===== src/rtl/mipi_hs_byte_align_pkg.sv =====
// ---------------------------------------------------------------------------
// mipi_hs_byte_align_pkg
// Shared definitions for the MIPI D-PHY HS lane byte aligner and the sync
// detector it uses:
//   MIPI_SYNC_BYTE - HS sync pattern (LSB first on the wire)
//   WIN_W          - width of the sliding window that the candidates reach
//   state_t        - aligner FSM states
//   select_byte()  - pick the 8-bit slice starting at bit k of the window
// ---------------------------------------------------------------------------
package mipi_hs_byte_align_pkg;

    // HS sync byte. On the wire this is 0,0,0,1,1,1,0,1 in time order.
    localparam logic [7:0] MIPI_SYNC_BYTE = 8'hB8;

    // The window is {din, din_q}. Candidate k (0..7) covers bits k+7:k, so
    // the top bit of din is never part of a candidate and is left out.
    localparam int WIN_W = 15;

    typedef enum logic [2:0] {
        ST_IDLE    = 3'd0,
        ST_DROP    = 3'd1,
        ST_HUNT    = 3'd2,
        ST_LOCKED  = 3'd3,
        ST_WAIT_LP = 3'd4
    } state_t;

    // Aligned byte at bit offset k of the window; bit 0 of the result is the
    // earliest bit on the wire.
    function automatic logic [7:0] select_byte(input logic [WIN_W-1:0] w,
                                               input logic [2:0]       k);
        return w[k +: 8];
    endfunction

endpackage


===== src/rtl/mipi_sync_detect.sv =====
// ---------------------------------------------------------------------------
// mipi_sync_detect
// Combinational sync-pattern search over the 8 possible bit offsets of a
// sliding window. Also used by the clock-lane checker.
// Ports:
//   w        in  15  window {din[6:0], din_q}; w[0] is earliest in time
//   pattern  in   8  pattern to look for (normally MIPI_SYNC_BYTE)
//   hit      out  1  some offset matches
//   k        out  3  lowest matching offset (0 when no hit)
// ---------------------------------------------------------------------------
module mipi_sync_detect
    import mipi_hs_byte_align_pkg::*;
(
    input  logic [WIN_W-1:0] w,
    input  logic [7:0]       pattern,
    output logic             hit,
    output logic [2:0]       k
);

    logic [7:0] match;

    // One comparator per candidate offset.
    always_comb begin
        match = '0;
        for (int i = 0; i < 8; i++) begin
            match[i] = (select_byte(w, 3'(i)) == pattern);
        end
    end

    // Priority encoder: scanning from the top down lets the lowest matching
    // offset overwrite any higher one, so the earliest alignment wins.
    always_comb begin
        hit = |match;
        k   = '0;
        for (int i = 7; i >= 0; i--) begin
            if (match[i]) begin
                k = 3'(i);
            end
        end
    end

endmodule


===== src/rtl/mipi_hs_byte_align.sv =====
// ---------------------------------------------------------------------------
// mipi_hs_byte_align
// Byte aligner for one MIPI D-PHY HS data lane. Takes unaligned 8-bit words
// from the 1:8 DDR deserializer, discards the settle words after HS entry,
// hunts for the sync byte at any of 8 bit offsets and, once locked, emits
// aligned payload bytes with a valid strobe (no backpressure).
// Ports:
//   gclk        in   1  fabric clock (deserializer CLKDIV)
//   rst         in   1  synchronous active-high reset
//   din         in   8  deserializer word; din[0] earliest in time
//   hs_en       in   1  lane is in HS mode; low = LP / idle
//   dout        out  8  aligned byte, LSB = first bit on wire
//   dout_valid  out  1  dout holds a payload byte
//   sync_ok     out  1  one-cycle pulse when lock is acquired
//   sync_err    out  1  one-cycle pulse when the hunt times out
//   locked      out  1  high while in LOCKED
//   offset      out  3  bit offset in use (meaningful while locked)
// ---------------------------------------------------------------------------
module mipi_hs_byte_align
    import mipi_hs_byte_align_pkg::*;
#(
    parameter logic [7:0] SYNC_BYTE    = MIPI_SYNC_BYTE,
    parameter int         DROP_WORDS   = 1,
    parameter int         HUNT_TIMEOUT = 1024
) (
    input  logic       gclk,
    input  logic       rst,
    input  logic [7:0] din,
    input  logic       hs_en,
    output logic [7:0] dout,
    output logic       dout_valid,
    output logic       sync_ok,
    output logic       sync_err,
    output logic       locked,
    output logic [2:0] offset
);

    // One counter serves both the drop window and the hunt timeout; it must
    // hold the larger of the two terminal counts.
    localparam int CNT_MAX = (HUNT_TIMEOUT > DROP_WORDS) ? HUNT_TIMEOUT : DROP_WORDS;
    localparam int CW      = $clog2(CNT_MAX + 1);

    localparam logic [CW-1:0] HUNT_LAST = CW'(HUNT_TIMEOUT - 1);
    localparam logic [CW-1:0] DROP_LAST = CW'((DROP_WORDS > 0) ? DROP_WORDS - 1 : 0);

    state_t           state;
    state_t           state_d;
    logic [CW-1:0]    cnt;
    logic [CW-1:0]    cnt_d;
    logic [7:0]       din_q;
    logic [WIN_W-1:0] win;
    logic             hit;
    logic [2:0]       hit_k;

    logic [2:0]       offset_d;
    logic [7:0]       dout_d;
    logic             dout_valid_d;
    logic             sync_ok_d;
    logic             sync_err_d;

    // Sliding window: previous word in the low bits, current word above it,
    // so increasing bit index means later in time.
    assign win = {din[6:0], din_q};

    mipi_sync_detect u_sync_detect (
        .w       (win),
        .pattern (SYNC_BYTE),
        .hit     (hit),
        .k       (hit_k)
    );

    // State, counter, delayed word and all outputs are registered here.
    // The delayed word is captured every cycle regardless of state so the
    // window is already full by the time the hunt begins.
    always_ff @(posedge gclk) begin
        if (rst) begin
            state      <= ST_IDLE;
            cnt        <= '0;
            din_q      <= '0;
            offset     <= '0;
            dout       <= '0;
            dout_valid <= 1'b0;
            sync_ok    <= 1'b0;
            sync_err   <= 1'b0;
        end else begin
            state      <= state_d;
            cnt        <= cnt_d;
            din_q      <= din;
            offset     <= offset_d;
            dout       <= dout_d;
            dout_valid <= dout_valid_d;
            sync_ok    <= sync_ok_d;
            sync_err   <= sync_err_d;
        end
    end

    assign locked = (state == ST_LOCKED);

    // Next-state and next-output logic. Leaving HS mode beats everything
    // else, including a sync match or a timeout in the same cycle, and it
    // stops output on that very edge so the trailing word is never emitted.
    // Once locked the offset is frozen; a payload byte equal to the sync
    // pattern is just data.
    always_comb begin
        state_d      = state;
        cnt_d        = cnt;
        offset_d     = offset;
        dout_d       = '0;
        dout_valid_d = 1'b0;
        sync_ok_d    = 1'b0;
        sync_err_d   = 1'b0;

        if (!hs_en) begin
            state_d = ST_IDLE;
            cnt_d   = '0;
        end else begin
            unique case (state)
                ST_IDLE: begin
                    cnt_d = '0;
                    if (DROP_WORDS == 0) begin
                        state_d = ST_HUNT;
                    end else begin
                        state_d = ST_DROP;
                    end
                end

                ST_DROP: begin
                    if (cnt == DROP_LAST) begin
                        state_d = ST_HUNT;
                        cnt_d   = '0;
                    end else begin
                        cnt_d = cnt + 1'b1;
                    end
                end

                ST_HUNT: begin
                    if (hit) begin
                        state_d   = ST_LOCKED;
                        offset_d  = hit_k;
                        sync_ok_d = 1'b1;
                        cnt_d     = '0;
                    end else if (cnt == HUNT_LAST) begin
                        state_d    = ST_WAIT_LP;
                        sync_err_d = 1'b1;
                        cnt_d      = '0;
                    end else begin
                        cnt_d = cnt + 1'b1;
                    end
                end

                ST_LOCKED: begin
                    dout_d       = select_byte(win, offset);
                    dout_valid_d = 1'b1;
                end

                ST_WAIT_LP: begin
                    state_d = ST_WAIT_LP;
                end

                default: begin
                    state_d = ST_IDLE;
                    cnt_d   = '0;
                end
            endcase
        end
    end

endmodule

===== config.mk =====
export PLATFORM = sky130hd
export DESIGN_NAME = mipi_hs_byte_align
export DESIGN_NICKNAME = d
export VERILOG_FILES = /design/src/rtl/mipi_hs_byte_align_pkg.sv /design/src/rtl/mipi_sync_detect.sv /design/src/rtl/mipi_hs_byte_align.sv
export SDC_FILE = /design/constraint.sdc
export NUM_CORES = 1
export LEC_CHECK = 0
export CORE_MARGIN = 2
export CORE_UTILIZATION = 25
export DETAILED_ROUTE_END_ITERATION = 10
export GPL_TIMING_DRIVEN = 0
export SETUP_SLACK_MARGIN = 0.1
export SYNTH_ARGS = -nofsm -noshare
export SYNTH_HDL_FRONTEND = slang
export SYNTH_HIERARCHICAL = 1
export SYNTH_SLANG_ARGS = --single-unit

===== constraint.sdc =====
create_clock -name gclk -period 2.5 [get_ports gclk]
set_input_delay 0.375 -clock gclk [delete_from_list [all_inputs] [get_ports gclk]]
set_output_delay 0.375 -clock gclk [all_outputs]
set_load 0.01 [all_outputs]

======== Word-level counts from Yosys, hierarchy flattened ========
Cells that the tools add are included.
cells by class
  add/subtract/negate cells ............... 1
  shifts and indexed selects .............. 1
  bitwise logic cells ..................... 3
  equal/unequal tests ..................... 15
  reductions and logical operators ........ 10
  mux-type cells .......................... 19
operators with widths
  cell                   count
  $eq 8x8->1 const B     8
  $mux 11                3
  $mux 3                 11
  $pmux 11 s3            1
  $pmux 3 s5             1
  $shiftx 15x4->8        1
  $add 11x1->11 const B  1
  $eq 11x10->1 const B   1
  $logic_not 11->1       1
  $reduce_or 11->1       1
  $reduce_or 8->1        1
  $eq 3x2->1 const B     2
  $reduce_and 3->1       2
  $reduce_or 3->1        2
  $reduce_or 2->1        2
  $eq 3x1->1 const B     1
  $eq 3x3->1 const B     1
  $logic_not 3->1        1
  $mux 1                 3
  $ne 3x3->1 const B     1
  $not 1->1              3
  $ne 2x2->1 const B     1
storage, ports and cells
  logic and storage cells ................. 57
  input bits .............................. 11
  output and inout bits ................... 15
  flip-flop bits (word level) ............. 36

======== Depth between registers and ports, before layout ========
Gate-level depths: netlist (run 1).
  depth after elaboration ................. 9
  gate-level depth with buffers ........... 10
  gate-level depth less buffers ........... 9

======== By module ========
Netlist (run 1), hierarchy kept.
by module, submodules not included
  module              area each (µm²)  times used  cells each
  mipi_hs_byte_align  1789.2           1           183
  mipi_sync_detect    945.9            1           118

======== Least setup slack after synthesis (run 1) ========
Ideal clock, no wire load.
  path type ............................... register to register
  start ................................... reg din_q[7]
  end ..................................... reg cnt[0]
  clock period less this slack ............ 2.664 ns
  path buffers ............................ 1
  path slack .............................. -0.164 ns
  stages on the path, launching flop included .. 11
  library setup time ...................... 0.086 ns
  arrival ................................. 2.578 ns
  path through ............................ dfxtp_1 -> buf_4 -> xor2_1 -> nor4_2 -> and2_4 -> nor4_2 -> nand4_1 -> or4b_2 -> a31oi_4 -> nor3_1 -> a211oi_1
on the way
  cells in the longest elaborated chain, start to end .. 4
  elaborated cells on any way between the ends .. 11
RTL lines
  item                    line                       source
  start, declared         mipi_hs_byte_align.sv:50   logic [7:0] din_q;
  start signal, assigned  mipi_hs_byte_align.sv:88   din_q <= din;
  $eq 8x8->1              mipi_sync_detect.sv:26     match[i] = (select_byte(w, 3'(i)) == pattern);
  $reduce_or 8->1 (*)     mipi_sync_detect.sv:33     hit = |match;
  net hit                 mipi_hs_byte_align.sv:52   logic hit;
  $mux 11 (*)             mipi_hs_byte_align.sv:137  if (hit) begin
  $pmux 11 s3 (*)         mipi_hs_byte_align.sv:117  unique case (state)
  end signal, assigned    mipi_hs_byte_align.sv:87   cnt <= cnt_d;
  end, declared           mipi_hs_byte_align.sv:48   logic [CW-1:0] cnt;
The timed path passes the listed nets; every way through them passes the cells marked *.
A chain may end at the register's enable or synchronous reset.

======== Final worst setup path (run 1) ========
  start ................................... in din[0]
  end ..................................... reg state[1]
on the way
  cells in the longest elaborated chain, start to end .. 4
  elaborated cells on any way between the ends .. 12
RTL lines
  item                                                   line                      source
  start, declared                                        mipi_hs_byte_align.sv:28  input logic [7:0] din,
  $eq 8x8->1                                             mipi_sync_detect.sv:26
  $reduce_or 8->1 (*)                                    mipi_sync_detect.sv:33
  net hit                                                mipi_hs_byte_align.sv:52
  $mux 3 / $ne 3x3->1 (equally long branches)            -
  $pmux 3 s5 / $reduce_and 3->1 (equally long branches)  -
  end signal, assigned                                   mipi_hs_byte_align.sv:86  state <= state_d;
  end, declared                                          mipi_hs_byte_align.sv:46  state_t state;
Marked as above.

==> metrics.md, run 1 <==
| Metric | Value |
|---|---|
| WL per Instance | `13.9 um` |
| Final nets | `370` |
| Worst Path Arrival | `2.74 ns` |
| FP Rows | `38` |
| H-tree levels | `2` |
| Ys flop type | `dfxtp_1` |
| Vias in the first global route | `about 2300` |
| Mean Syn Cell Area | `9.09 um^2` |
| Vias/cell | `approximately 4.7` |
| Clock sinks | `36` |
| Core footprint | `0.0107 mm^2` |
| Final number of setup-violating endpoints | `9` |
| GPL Wtd Cong | `~0.84` |
| FF-to-FF path depth | `10` |
| Max Fclk | `388 MHz` |
| Crit path launch type | `input port` |
| Crit Path Category | `in -> reg` |
| # IOs | `26` |
| Fin crit share | `103%` |
| Outcome | `finished with violations` |
| RSZ-0062 raised after global routing | `yes` |
| GR Overflow Total | `0` |
| Clock Latency Late Sink | `roughly 0.30 ns` |
| Async SR Flop Fraction | `0%` |
| Initial antenna violation count | `0` |
| DP Wirelength | `roughly 5000 um` |
| Share of the synthesized area in the top cell type | `26.3%` |
| Netlist cell types | `46` |
| Slew headroom | `58.1%` |
| Die Height | `between 100 and 150 um` |
| First-pass GRT wire length | `11500 um` |
| WHS | `around 0.49 ns` |
| Yosys warnings | `6` |
| Die Wd | `between 100 and 150 um` |
| Drt first pass iters | `4` |
| PnR worst setup slack | `-0.0770 ns` |
| Pwr/cell area | `355 mW/mm^2` |
| IO buf count | `25` |
| Mapped Cells | `around 300` |
| Finished Layout Cells | `497` |
| Slew @ Worst Pin | `0.624 ns` |
| CTS tree | `done` |
| VDD IR-drop max | `0.000222 V` |
| Routed vias | `2312` |
| Antenna cells | `0` |
| Routed WL | `6930 um` |
| Most numerous cell in the Yosys netlist | `xor2_1` |
| Worst EP required | `2.67 ns` |
| Detailed-route DRC error count | `0` |
| Synth area leader | `dfxtp_1` |
| Fin area | `between 0.003 and 0.004 mm^2` |
| Worst hold path type | `in -> reg` |
| Post-synth EDFFs | `0` |
| R2R setup slack | `-0.05 ns` |
| Final hold violations | `0` |
| Tmin final | `around 2.6 ns` |
| Worst Skew | `0.00547 ns` |
| CP Capture Type | `flip-flop` |
| Max-cap violations | `0` |
| Hold Crit Depth | `2` |
| Starting DRT DRC Count | `94` |
| DP Area | `0.00323 mm^2` |
| Root buf cell | `clkbuf_8` |
| #FFs+latches synth | `36` |
| Cell area after synthesis | `about 0.0027 mm^2` |
| Sequential fraction of the synthesis area | `26.3%` |
| Initial Utilization | `25.5%` |
| Clock slew at reported path FFs | `0.07 ns` |
| Total track usage | `12.3%` |
| Post-route ant nets | `0` |
| Clock buffer depth | `2` |
| Commonest cells post-synth | `xor2_1, dfxtp_1, xnor2_1` |
| Synthesis-to-layout area growth | `33.5%` |
| Top cells by area, synth | `dfxtp_1, xor2_1, xnor2_1` |
| Placed cells | `around 470` |
| Num CTS Buffers | `5` |
| Pin count of the biggest net entering global routing | `11` |
| Share of layout cells above drive strength 1 | `26.3%` |
| Die ar. | `0.0118 mm^2` |
| Max Slew Vio Count | `0` |
| Worst-path maximum fanout | `7` |
| Failing checks | `setup timing` |
| Leak | `0.00124 uW` |
[cells by family (layout without fill, tap and decap cells)]
logic type                 count (synthesis)  in the layout  share of synthesized area, %
adders and majority gates                  2              2                         0.915
buffers and inverters                     32             81                          7.64
and+or+nand+nor                          107            107                          23.0
DFF                                       36             36                          26.3
other                                      2              8                         0.275
xor gates and xnor gates                  66             66                          21.1
muxes                                     24             24                          12.4
AOI/OAI and AO/OA                         32             33                          8.23
[metal layers]
metal | global-route usage, % | wire length (um) | share of wire, %
met3 | 2.89 | 270 | 3.9
met1 | 15.9 | 3270 | 47
met5 | 0 | 0 | 0
met2 | 20.5 | 3330 | 48
met4 | 3.48 | 61 | 0.88
[final cells by class]
type | instances | area, um^2
Buffer | 27 | 251
Clock buffer | 6 | 72.6
Clock inverter | 1 | 5.00
Fill cell | 1150 | 7090
Inverter | 5 | 18.8
Multi-Input combinational cell | 240 | 2020
Sequential cell | 36 | 726
Tap cell | 140 | 175
Timing Repair Buffer | 42 | 378
[worst max-delay path: stages]
cell	delay, ns
clkdlybuf4s15_2	0.25
buf_12	0.15
xor2_2	0.14
nor4_2	0.09
and2_4	0.18
nor4_4	0.27
nand4_1	0.19
or4b_4	0.58
a31oi_4	0.27
or2_1	0.18
o31ai_1	0.07
[metrics by stage]
step / utilization, % / worst slack [ns] / TNS (ns) / power, uW
floorplan: - / 0.0613 / 0 / 795
global placement: 30.1 / -0.892 / -12.73 / 845
detailed placement: 30.1 / -0.967 / -13.84 / 851
CTS: 33.0 / -0.115 / -0.643 / 1280
global route: 34.0 / -0.221 / -2.09 / 1360
finish: 34.0 / -0.0770 / -0.276 / 1300
[registers in the layout, indices dropped and copies added, names as in the netlist]
name        flops
cnt            11
sync_err        1
din_q           8
offset          3
state           3
dout            8
sync_ok         1
dout_valid      1
[repair_timing]
item	4_1_cts	5_1_grt
cloned	1	0
buffers inserted	14	3
hold buffers	0	0
endpoints found under the setup margin	18	16
gates resized for setup	39	17
pin swaps	14	11
[report_power, final]
group / switching [uW] / internal, uW / leakage (uW) / total, uW
combinational: 152 / 148 / 0.000907 / 300
sequential: 11.0 / 583 / 0.000293 / 594
clock: 212 / 189 / 0.0000410 / 402
total: 375 / 920 / 0.00124 / 1300
[final timing paths]
path / end / from
hold reg to reg: cnt[9] / cnt[9]
setup reg to reg: state[1] / din_q[6]
setup / recovery: state[1] / din[0]
hold / removal: din_q[1] / din[1]
[cells in the final DEF, fill, tap and decap left out, types with 3 or more instances in the layout]
| cell type | count |
|---|---|
| a21oi_1 | 9 |
| dfxtp_2 | 4 |
| clkdlybuf4s50_1 | 18 |
| nand4_1 | 10 |
| o22ai_1 | 3 |
| buf_6 | 10 |
| nand2b_1 | 3 |
| buf_8 | 4 |
| nor2_1 | 20 |
| nor2b_1 | 11 |
| xnor2_1 | 26 |
| clkdlybuf4s15_2 | 3 |
| inv_1 | 5 |
| clkbuf_8 | 5 |
| buf_4 | 20 |
| o21ai_0 | 3 |
| conb_1 | 8 |
| nand3_1 | 8 |
| xor2_1 | 30 |
| nor4_2 | 8 |
| mux2i_1 | 16 |
| mux4_2 | 8 |
| dlygate4sd2_1 | 3 |
| clkbuf_1 | 8 |
| nor4b_1 | 3 |
| nor4_1 | 6 |
| dfxtp_1 | 32 |
| xor2_2 | 10 |
| nand2_1 | 15 |
| and2_1 | 5 |
No activity file was read; power rests on OpenSTA's default activity.
==> inputs of run 2 (changes only) <==
Settings changed: SKIP_CTS_REPAIR_TIMING set to 1.
==> run 2 against run 1 <==
  * The run still ends with setup timing left
  * Hold slack got worse by 0.078 ns
  * Global-route usage shrank 0.84 points
  * Clock skew about the same
  * Power decreased by 0.37%
  * Wire length down 0.52%
  * Largest power group unchanged
==> metrics.md, run 2 (synthesis gave the netlist of run 1 again) <==
| Metric | Value |
|---|---|
| Outcome | `finished with violations` |
| Failing checks | `setup timing` |
| Total track usage | `11.5%` |
| Final hold violations | `0` |
| Routed vias | `2367` |
| WP buf/inv | `1` |
| Max Fclk | `367 MHz` |
| Clock power share | `30.9%` |
| Initial Utilization | `between 20 and 30%` |
| R2R setup slack | `-0.22 ns` |
| Slowest-stage cell, CP | `or4b_4` |
| Leak | `0.00133 uW` |
| Max reg flops | `11` |
| Worst Skew | `0.00551 ns` |
| H-tree levels | `2` |
| # IOs | `26` |
| CP peak stage delay | `0.65 ns` |
| Crit path launch type | `flip-flop` |
| Worst path cell trace | `buf_6 -> xor2_2 -> nor4_2 -> and2_1 -> nor4_4 -> nand4_1 -> or4b_4 -> a31oi_4 -> or2_1 -> o31ai_1` |
| Fin crit share | `109%` |
| Psw | `~370 uW` |
| CTS tree | `done` |
| Placed cells | `472` |
| Int Pwr | `918 uW` |
| Routing usage on met1 | `between 10% and 20%` |
| FF-to-FF Start | `din_q[4]` |
| Comb pwr share | `23.0%` |
| PnR worst setup slack | `-0.223 ns` |
| Finished Layout Cells | `499` |
| Setup crit end | `state[1]` |
| Total power | `around 1300 uW` |
| VDD IR-drop max | `~0.00023 V` |
| Crit Path Category | `reg -> reg` |
| GPL Wtd Cong | `0.837` |
| Share of layout cells above drive strength 1 | `24.2%` |
| Worst hold path type | `in -> reg` |
| Met2 GRT Util | `18.6%` |
| Worst-path maximum fanout | `5` |
| Sequential power share | `46.0%` |
| Tmin final | `2.72 ns` |
| Top reg by flops | `cnt` |
| FF-to-FF path depth | `10` |
| Final number of setup-violating endpoints | `11` |
| Final nets | `around 370` |
| Slew @ Worst Pin | `0.550 ns` |
| Post-route ant nets | `0` |
| WHS | `0.412 ns` |
| WL per Instance | `13.8 um` |
| Num CTS Buffers | `5` |
| Pwr/cell area | `355 mW/mm^2` |
| Slew headroom | `63.1%` |
| GRT met3 Usage | `2.77%` |
| Clock sinks | `36` |
| FP Rows | `38` |
| DP Wirelength | `4950 um` |
| Root buf cell | `clkbuf_8` |
| IO buf count | `25` |
| Most frequent cells in the layout | `xor2_1, dfxtp_1, xnor2_1` |
| First-pass GRT wire length | `roughly 11000 um` |
| CP Capture Type | `flip-flop` |
| CP Depth | `10` |
| Clock slew at reported path FFs | `0.07 ns` |
| Vias/cell | `about 4.7` |
| Vias in the first global route | `2191` |
| Max Slew Vio Count | `0` |
| Most Crowded Layer GR | `met2` |
| Crit path launch | `din_q[4]` |
| Max-cap violations | `0` |
| Synthesis-to-layout area growth | `33.1%` |
| Worst r2r dst | `state[1]` |
| Worst EP required | `roughly 2.7 ns` |
| Worst Path Arrival | `2.89 ns` |
| RSZ-0062 raised after global routing | `yes` |
| Starting DRT DRC Count | `120` |
| Clock Latency Late Sink | `0.30 ns` |
| Largest regs | `cnt: 11 flops, din_q: 8 flops, dout: 8 flops` |
| Fillcell total | `1159` |
| Drt first pass iters | `4` |
| Commonest non-fill, non-tap cell in the layout | `xor2_1` |
| Core footprint | `between 0.01 and 0.015 mm^2` |
| Detailed-route DRC error count | `0` |
| Die ar. | `about 0.012 mm^2` |
| GR Overflow Total | `0` |
| Setup TNS | `-1.74 ns` |
| Initial antenna violation count | `0` |
| Pin count of the biggest net entering global routing | `11` |
| Sw frac | `between 20% and 30%` |
| CP top delay family | `simple AND/OR/NAND/NOR gates` |
| Routed WL | `6890 um` |
| Die Wd | `about 110 um` |
| Clock buffer depth | `2` |
| Die Height | `between 100 and 150 um` |
| Antenna cells | `0` |
==> run 2: cell types whose count changed in the layout (fill, tap and decap cells not counted), moves of 2 or more <==
cell             change
buf_6                +2
clkdlybuf4s15_2      -3
dlygate4sd2_1        -3
dlymetal6s2s_1       +7
nor2_1               -2
nor2_2               +2
o2111ai_1            +2
o2111ai_2            -2
o21ai_0              +2
xor2_1               +7
xor2_2               -7
==> run 2: worst min path at each step <==
stage,endpoint,cells after the start,from,slack [ns]
final,din_q[6],2,din[6],0.41
after global routing,din_q[6],2,din[6],0.43
after CTS,cnt[10],2,cnt[10],0.52
after detailed placement,cnt[10],2,cnt[10],0.51
after global placement,cnt[10],2,cnt[10],0.49
after floorplan,din_q[0],1,rst,0.45
==> run 2: cell type report <==
type | count | area [um^2] | area share, %
inverter | 5 | 18.8 | 0.515
clock buffer | 6 | 72.6 | 1.99
sequential | 36 | 726 | 19.9
tap | 140 | 175 | 4.81
timing repair buffer | 44 | 414 | 11.4
buffer | 27 | 248 | 6.80
multi-input combinational | 240 | 1980 | 54.4
clock inverter | 1 | 5.00 | 0.137
==> run 2: worst register-to-register path, cell delays in order (launching register included) <==
cell     delay (ns)
dfxtp_2        0.36
buf_6          0.13
xor2_2         0.16
nor4_2         0.06
and2_1         0.18
nor4_4         0.28
nand4_1        0.23
or4b_4         0.65
a31oi_4        0.28
or2_1          0.19
o31ai_1        0.08
==> run 2: metal layers <==
metal,part of all wire [%],wire [um],vias up
met4,0.90,62,0
met1,46,3140,1153
met5,0,0,-
met2,49,3370,47
li1,-,-,1160
met3,4.7,322,7
==> run 2: stage by stage <==
| stage | utilization, % | setup WS, ns | instance area [um^2] |
|---|---|---|---|
| 5_1_grt | 33.9 | -0.344 | 3640 |
| 3_5_place_dp | 30.1 | -0.967 | 3230 |
| 4_1_cts | 30.8 | -0.655 | 3310 |
| 3_3_place_gp | 30.1 | -0.892 | 3230 |
| 2_1_floorplan | - | 0.0613 | 2810 |
| 6_report | 33.9 | -0.223 | 3640 |
==> run 2: power groups by stage <==
stage                     sequential [uW]  combinational, uW  clock (uW)
final                                 594                297         400
after global routing                  595                324         435
after CTS                             593                246         407
after detailed placement              606                245           0
after global placement                606                239           0
after floorplan                       603                192           0
==> inputs of run 3 (changes only) <==
Settings changed: CAP_MARGIN set to 20, CORE_MARGIN 2 to 1.5.
==> run 3 against run 2 <==
  * The flow still finishes with violations (setup timing)
  * Design area decreased by 1.1%
  * First-iteration DRC count decreased by 23%
  * Via count decreased by 1.1%
  * Worst setup slack improved by 0.016 ns
  * Utilization decreased by 0.36 points
  * Largest cell class unchanged
==> metrics.md, run 3 (synthesis gave the netlist of run 1 again) <==
| Metric | Value |
|---|---|
| Final number of setup-violating endpoints | `11` |
| Antenna cells | `0` |
| Sequential power share | `41.0%` |
| Worst hold path type | `in -> reg` |
| Clock sinks | `36` |
| WHS | `between 0.4 and 0.5 ns` |
| Drt first pass iters | `4` |
| Clock buffer depth | `2` |
| Post-route ant nets | `0` |
| DP Wirelength | `4780 um` |
| GPL Wtd Cong | `~0.87` |
| Vias in the first global route | `between 2000 and 2500` |
| Routing usage on met1 | `15.3%` |
| Leak | `0.00134 uW` |
| DP Area | `about 0.0032 mm^2` |
| Slowest-stage cell, CP | `or4b_4` |
| Die Height | `roughly 110 um` |
| Slew @ Worst Pin | `0.589 ns` |
| Crit Path Category | `reg -> reg` |
| GRT met3 Usage | `around 2.2%` |
| CTS tree | `done` |
| PnR worst setup slack | `-0.207 ns` |
| Detailed-route DRC error count | `0` |
| Synthesis-to-layout area growth | `31.7%` |
| Pin count of the biggest net entering global routing | `12` |
| Area of the multi-input gates | `between 0.0015 and 0.002 mm^2` |
| CP top delay family | `simple AND/OR/NAND/NOR gates` |
| Failing checks | `setup timing` |
| Max reg flops | `11` |
| CP peak stage delay | `around 0.65 ns` |
| Final nets | `370` |
| Comb pwr share | `around a fifth` |
| Dpl ws | `-0.899 ns` |
| Total power | `approximately 1400 uW` |
| Num CTS Buffers | `5` |
| # IOs | `26` |
| RSZ-0062 raised after global routing | `yes` |
| Worst Path Arrival | `2.87 ns` |
| CP Capture Type | `flip-flop` |
| Worst path cell trace | `buf_6 -> xor2_1 -> nor4_1 -> and2_1 -> nor4_4 -> nand4_1 -> or4b_4 -> a31oi_4 -> or2_1 -> o31ai_1` |
| Commonest non-fill, non-tap cell in the layout | `xor2_1` |
| Max-cap violations | `0` |
| Pwr/cell area | `402 mW/mm^2` |
| Die Wd | `approximately 110 um` |
| Most frequent cells in the layout | `xor2_1, dfxtp_1, xnor2_1` |
| Die ar. | `0.0116 mm^2` |
| GR Overflow Total | `0` |
| Root buf cell | `clkbuf_8` |
| Core footprint | `0.0107 mm^2` |
| Largest regs | `cnt: 11 flops, din_q: 8 flops, dout: 8 flops` |
| Total track usage | `11.2%` |
| Slew headroom | `60.7%` |
| Worst-path maximum fanout | `7` |
| Top reg by flops | `cnt` |
| H-tree levels | `2` |
| Clock power share | `39.5%` |
| Routed vias | `2341` |
| Met2 GRT Util | `17.5%` |
| Max Fclk | `369 MHz` |
| Int Pwr | `1080 uW` |
| WP buf/inv | `1` |
| Clock slew at reported path FFs | `0.07 ns` |
| Clock Latency Late Sink | `0.30 ns` |
| Starting DRT DRC Count | `92` |
| Register area | `726 um^2` |
| Crit path launch type | `flip-flop` |
| Psw | `372 uW` |
| Fillcell total | `1118` |
| IO buf count | `25` |
| Fin crit share | `108%` |
| Sw frac | `between 20% and 30%` |
| FP Rows | `38` |
| Share of layout cells above drive strength 1 | `22.1%` |
| Most Crowded Layer GR | `met2` |
| Worst EP required | `2.67 ns` |
| Outcome | `finished with violations` |
| Final hold violations | `0` |
| Routed WL | `6710 um` |
| Tmin final | `roughly 2.7 ns` |
| Setup TNS | `-1.80 ns` |
| Fin area | `0.00360 mm^2` |
| Worst Skew | `around 0.0035 ns` |
| Initial antenna violation count | `0` |
| VDD IR-drop max | `0.000175 V` |
| First-pass GRT wire length | `just over 10000 um` |
| Initial Utilization | `25.5%` |
| Max Slew Vio Count | `0` |
| Vias/cell | `~4.7` |
| WL per Instance | `13.5 um` |
run 3: worst reg2reg max path, cell delays in order, from the launching register on:
cell and delay (ns):
dfxtp_2 0.36, buf_6 0.15, xor2_1 0.16, nor4_1 0.08
and2_1 0.16, nor4_4 0.28, nand4_1 0.24, or4b_4 0.65
a31oi_4 0.26, or2_1 0.17, o31ai_1 0.07
run 3: layer usage:
metal | up-vias | part of all wire (%)
li1 | 1161 | -
met1 | 1134 | 50
met2 | 38 | 46
met3 | 8 | 3.2
met4 | 0 | 1.3
met5 | - | 0
run 3: worst paths after layout:
kind	endpoint	slack [ns]	cells after the start	from
hold / removal	din_q[0]	0.40	2	din[0]
setup / recovery	state[1]	-0.21	10	din_q[6]
hold reg to reg	cnt[10]	0.52	2	cnt[10]
setup reg to reg	state[1]	-0.21	10	din_q[6]
run 3: stage by stage:
stage          std cells  utilization, %
4_1_cts              480            31.3
2_1_floorplan        307               -
3_3_place_gp         472            30.1
5_1_grt              498            33.5
3_5_place_dp         472            30.1
6_report             498            33.5
run 3: layout make-up:
type,count,area share [%]
plain buffers,27,6.74
clock buffers,7,2.67
clock inverters,1,0.834
inverters,5,0.521
multi-input cells,240,53.5
flip-flops and latches,36,20.1
well taps,140,4.86
repair buffers,42,10.8
run 3: power groups by stage:
stage | Sequential (uW) | Combinational [uW] | Clock [uW]
after CTS | 592 | 245 | 578
after detailed placement | 606 | 244 | 0
after floorplan | 603 | 192 | 0
final | 594 | 282 | 572
after global placement | 606 | 239 | 0
after global routing | 595 | 303 | 612
